File: src/rtl/alu_mdu.sv
// ============================================================================
// alu_mdu : execute-stage ALU with iterative unsigned multiply/divide (HI/LO)
//           and a start/busy/done handshake. ALU_MDU_DIV_EN enables DIVU.
// Revision : 1.0
// ============================================================================
`default_nettype none

module alu_mdu #(
  parameter int WIDTH = 32
) (
  input  logic             clk,
  input  logic             reset,
  input  logic             start,
  input  logic [2:0]       alucont,
  input  logic [WIDTH-1:0] a,
  input  logic [WIDTH-1:0] b,
  output logic             busy,
  output logic             done,
  output logic [WIDTH-1:0] result,
  output logic [WIDTH-1:0] hi,
  output logic [WIDTH-1:0] lo,
  output logic             div_by_zero
);

  localparam int CW = $clog2(WIDTH + 1);
  localparam logic [CW-1:0] c_nbits = CW'(WIDTH);
  localparam logic [CW-1:0] c_one   = CW'(1);

  typedef enum logic [1:0] {
    S_IDLE = 2'd0,
    S_MUL  = 2'd1
`ifdef ALU_MDU_DIV_EN
    , S_DIV = 2'd2
`endif
  } state_t;

  state_t               r_state;
  logic [CW-1:0]        r_cnt;
  logic [2*WIDTH-1:0]   r_acc;
  logic [WIDTH-1:0]     r_opb;
  logic [WIDTH-1:0]     r_result;
  logic [WIDTH-1:0]     r_hi;
  logic [WIDTH-1:0]     r_lo;
  logic                 r_done;
  logic                 r_dbz;

  logic [WIDTH-1:0]     w_alu;
  logic [WIDTH-1:0]     w_sub;
  logic                 w_slt;
  logic [WIDTH:0]       w_sum;
  logic [2*WIDTH-1:0]   w_mul_next;

  // SLT is sign(a-b) corrected by the signed-overflow flag of the subtraction
  assign w_sub = a - b;
  assign w_slt = w_sub[WIDTH-1] ^
                 ((a[WIDTH-1] != b[WIDTH-1]) && (w_sub[WIDTH-1] != a[WIDTH-1]));

  always_comb begin
    w_alu = '0;
    case (alucont)
      3'b000:  w_alu = a & b;
      3'b001:  w_alu = a | b;
      3'b010:  w_alu = a + b;
      3'b110:  w_alu = w_sub;
      3'b111:  w_alu = {{(WIDTH-1){1'b0}}, w_slt};
      default: w_alu = '0;
    endcase
  end

  // Shift-add: upper half accumulates the multiplicand, lower half holds the
  // not-yet-consumed multiplier bits, whole accumulator shifts right.
  assign w_sum      = {1'b0, r_acc[2*WIDTH-1:WIDTH]} +
                      (r_acc[0] ? {1'b0, r_opb} : {(WIDTH+1){1'b0}});
  assign w_mul_next = {w_sum, r_acc[WIDTH-1:1]};

`ifdef ALU_MDU_DIV_EN
  logic [WIDTH:0]       w_diff;
  logic [2*WIDTH-1:0]   w_div_next;

  // Restoring step on {remainder, dividend}; a set MSB of the trial means borrow
  assign w_diff     = r_acc[2*WIDTH-1:WIDTH-1] - {1'b0, r_opb};
  assign w_div_next = w_diff[WIDTH] ? {r_acc[2*WIDTH-2:0], 1'b0}
                                    : {w_diff[WIDTH-1:0], r_acc[WIDTH-2:0], 1'b1};
`endif

  always_ff @(posedge clk or posedge reset) begin
    if (reset) begin
      r_state  <= S_IDLE;
      r_cnt    <= '0;
      r_acc    <= '0;
      r_opb    <= '0;
      r_result <= '0;
      r_hi     <= '0;
      r_lo     <= '0;
      r_done   <= 1'b0;
      r_dbz    <= 1'b0;
    end else begin
      r_done <= 1'b0;
      case (r_state)
        S_IDLE: begin
          if (start) begin
            if (alucont == 3'b101) begin
              r_state <= S_MUL;
              r_cnt   <= c_nbits;
              r_acc   <= {{WIDTH{1'b0}}, b};
              r_opb   <= a;
            end
`ifdef ALU_MDU_DIV_EN
            else if (alucont == 3'b011) begin
              if (b == '0) begin
                r_lo     <= '1;
                r_hi     <= a;
                r_result <= '1;
                r_dbz    <= 1'b1;
                r_done   <= 1'b1;
              end else begin
                r_state <= S_DIV;
                r_cnt   <= c_nbits;
                r_acc   <= {{WIDTH{1'b0}}, a};
                r_opb   <= b;
              end
            end
`endif
            else begin
              r_result <= w_alu;
              r_dbz    <= 1'b0;
              r_done   <= 1'b1;
            end
          end
        end
        S_MUL: begin
          r_acc <= w_mul_next;
          r_cnt <= r_cnt - c_one;
          if (r_cnt == c_one) begin
            r_hi     <= w_mul_next[2*WIDTH-1:WIDTH];
            r_lo     <= w_mul_next[WIDTH-1:0];
            r_result <= w_mul_next[WIDTH-1:0];
            r_dbz    <= 1'b0;
            r_done   <= 1'b1;
            r_state  <= S_IDLE;
          end
        end
`ifdef ALU_MDU_DIV_EN
        S_DIV: begin
          r_acc <= w_div_next;
          r_cnt <= r_cnt - c_one;
          if (r_cnt == c_one) begin
            r_hi     <= w_div_next[2*WIDTH-1:WIDTH];
            r_lo     <= w_div_next[WIDTH-1:0];
            r_result <= w_div_next[WIDTH-1:0];
            r_dbz    <= 1'b0;
            r_done   <= 1'b1;
            r_state  <= S_IDLE;
          end
        end
`endif
        default: r_state <= S_IDLE;
      endcase
    end
  end

  assign busy        = (r_state != S_IDLE);
  assign done        = r_done;
  assign result      = r_result;
  assign hi          = r_hi;
  assign lo          = r_lo;
  assign div_by_zero = r_dbz;

endmodule

`default_nettype wire

File: config.mk
export PLATFORM = sky130hd
export DESIGN_NAME = alu_mdu
export DESIGN_NICKNAME = d
export VERILOG_FILES = /design/src/rtl/alu_mdu.sv
export SDC_FILE = /design/constraint.sdc
export NUM_CORES = 1
export LEC_CHECK = 0
export ABC_AREA = 1
export BUFFER_PORTS_ARGS = -buffer_cell sky130_fd_sc_hd__clkbuf_2
export CORE_AREA = 10 10 202 204
export CTS_CLUSTER_DIAMETER = 200
export DETAILED_ROUTE_END_ITERATION = 7
export DIE_AREA = 0 0 212 214
export GPL_TIMING_DRIVEN = 0
export PLACE_DENSITY = 0.6
export RECOVER_POWER = 100
export SLEW_MARGIN = 0
export SYNTH_ARGS = -nofsm -noshare
export SYNTH_HDL_FRONTEND = slang
export SYNTH_SLANG_ARGS = --single-unit
export TNS_END_PERCENT = 5
File: constraint.sdc
create_clock -name clk -period 5.5 [get_ports clk]
set_input_delay 0 -clock clk [delete_from_list [all_inputs] [get_ports clk]]
set_output_delay 0 -clock clk [all_outputs]
set_load 0.02 [all_outputs]
==> flow_summary.toml <==
[synth]
yosys.area.top_type = "dfrtp_1"
yosysTopAreaCellShare_pct = 31.3
syn-instance-count = 2435
syn_nets = 2644
synth.area.top_cells = "dfrtp_1 (31%), nand2_1 (18%), ha_1 (11%)"
syn_avg_cell_area_um2 = 6.57
async_flop_share_pct = 100
synthFlopType = "dfrtp_1"
yosys_warnings = 0
ys_seq_area_share_pct = 31.3
yosysMostFrequentCell = "nand2_1"
synth_edf_count = 0
ys_seq_elements = 200
syn_area_um2 = 16000
synthTopCellsByCount = "nand2_1 (760), inv_1 (404), dfrtp_1 (200), nor2_1 (176), nand3_1 (168)"
yosys.cell_types.count = 45

[setup_path]
cp-start-kind = "primary input"
worstPathRequired_ns = 5.86
critPathKind = "in -> reg"
worstPathArrival_ns = 4.32
setup.worst_path.end_class = "register"
crit_fanout = 8
crit-reg2reg-launch = "r_acc[0]$_DFFE_PP0P_"
crit_start = "a[5]"

[timing]
finalWorstPathRequiredPeriod_ns = 3.96
fin_crit_sh_pct = 72.0
skew_ns = 0.00969
clock.fmax_mhz = 253
maxSlewViolCount = 203
tightest_slew_ns = 2.69
fin_tns_setup_ns = 0
setup_violations = 0
hold_viol = 0
timing.final.ws_setup_ns = 1.54
slew_headroom_pct = -79.1
rsz0062_at_grt = "false"

[pwr]
p_per_area_nw_per_um2 = 388
cellLeakagePower_nw = 9.98
power.total_w = 0.00714
max-vdd-ir-drop_uv = 199

[cts]
cts_tree = "built"
cts_setup_buffers = 0
postCtsHoldBufs = 54
clock_latency_ns = 0.44
ctsResizeCount = 0
clk_pin_slew_ns = 0.07
cts-root-buf = "clkbuf_16"
clkSinkCount = 200
clockBufferDepth = 2
htreeDepth = 4
cts_buffers = 17

[route]
avgRoutedWirePerCell_um = 20.0
wl_met1_um = 26800
num_vias = 16600
wl_met2_um = 30700
drc_errors = 0
detail_route.vias_per_cell = 5.26
drt_iter0_markers = 1352
maxUsedRoutingLayer = "met4"
dr.pass1.iters = 6
drt_wl_total_um = 63300
ant_nets = 0
wl_met3_um = 3400

[global_route]
antenna_found_initial = 2
grt-ovfl-total = 0
grt_pass1_vias = 16500
track_usage_pct = 27.6
grt_pass1_wl_um = 95600
grt_max_degree = 130

[cells_and_area]
multiInputGateArea_um2 = 9010
drive_gt1_share_pct = 5.74
syn_to_final_growth_pct = 15.0
regArea_um2 = 5000
final_cells = 3159
final_nets = 2885
fill_cells = 4045

[place]
place_ws_ns = 1.87
port_buffers = 167
dp_cells = 3077
globalplace.congestion = 0.978
dp_hpwl_um = 52700

[floorplanning]
core-area_um2 = 37000
initial_core_util_pct = 43.2
num_rows = 71
ios = 169
die_area_um2 = 45400
die_x_um = 212
die_height_um = 214

[outcome]
status = "finished, violations left"
violations = "max-capacitance violations, max-slew violations"

[min_path]
min_path_type = "in -> reg"
min_from = "b[31]"

[flow_run]
max-cap-violations = 2
[cells in the final DEF, fill, tap and decap left out, drive strengths merged, types with 4 or more instances in the layout]
cell type and instances:
o221ai 32, clkbuf 247, buf 30, or2 8, o22ai 26, o2111ai 6, dfrtp 200, nor2 182
nand3 169, o21bai 8, nand4 21, clkinvlp 4, o211ai 4, nor3 19, a21oi 137, ha 135
fa 4, nand3b 17, a31oi 16, inv 413, o21ai 146, xnor2 9, dlygate4sd3 54, nand2 762
xor2 10, a21o 4
[state kept, by name (all words and copies together) (netlist names)]
register,cells
r_opb,32
done,1
lo,32
r_cnt,6
r_acc,64
r_state,1
result,32
hi,32
[metrics by stage]
stage,hold WS [ns],util [%],area (um2)
2_1_floorplan,0.127,-,16000
5_1_grt,0.0349,49.7,18400
4_1_cts,0.00110,50.1,18600
3_5_place_dp,0.264,47.1,17500
3_3_place_gp,0.269,47.0,17400
6_report,0.0273,49.7,18400
[worst max-delay path, cell delays in order]
cell	delay (ns)
dlygate4sd3_1	0.53
clkbuf_1	0.15
inv_1	0.16
ha_1	0.31
clkbuf_1	0.35
nor2_1	0.17
nand2_1	0.11
inv_1	0.05
nand3_1	0.10
nand3_1	0.22
nand2_1	0.20
nand2_1	0.11
a311oi_1	0.85
fa_1	0.56
nor2_1	0.11
a211oi_1	0.06
nand2_1	0.09
nand2_1	0.05
a21oi_1	0.13
[area by class of cell]
class | count | share of cell area, %
Timing Repair Buffer | 222 | 6.82
Clock buffer | 20 | 2.54
Buffer | 89 | 2.22
Sequential cell | 200 | 27.2
Multi-Input combinational cell | 1731 | 49.0
Antenna cell | 1 | 0.0136
Clock inverter | 7 | 0.524
Tap cell | 474 | 3.22
Inverter | 415 | 8.49
[final timing paths]
kind,end,slack (ns),depth (start not counted)
max,result[31]$_DFFE_PP0P_,1.54,19
min,r_acc[31]$_DFFE_PP0P_,0.03,3
max in group asynchronous,r_acc[21]$_DFFE_PP0P_,1.71,4
max reg2reg,hi[31]$_DFFE_PP0P_,2.00,13
min in group asynchronous,hi[3]$_DFFE_PP0P_,0.92,3
min reg2reg,hi[28]$_DFFE_PP0P_,0.48,2
[cell families after synthesis]
kind of cell             count (synthesis)  synth area share (%)
AND/OR/NAND/NOR                       1182                  30.3
AO/OA/AOI/OAI                          390                  14.0
XOR/XNOR                                19                  1.04
adder cells (fa/ha/maj)                139                  11.1
other                                    1                0.0234
flip-flops                             200                  31.3
buffers and inverters                  504                  12.4
[layer usage]
metal  vias to the layer above  track usage (%)
met5                         -                0
met1                      7795             34.2
met3                       114             3.84
met4                         0             11.2
li1                       8206                -
met2                       515             47.0
[report_power, final]
group	internal, W	total, W	switching, W
registers	0.00211	0.00255	0.000441
clock network	0.000694	0.00124	0.000543
logic	0.000990	0.00335	0.00236
total	0.00379	0.00714	0.00334
Power figures use the tool's default switching activity.
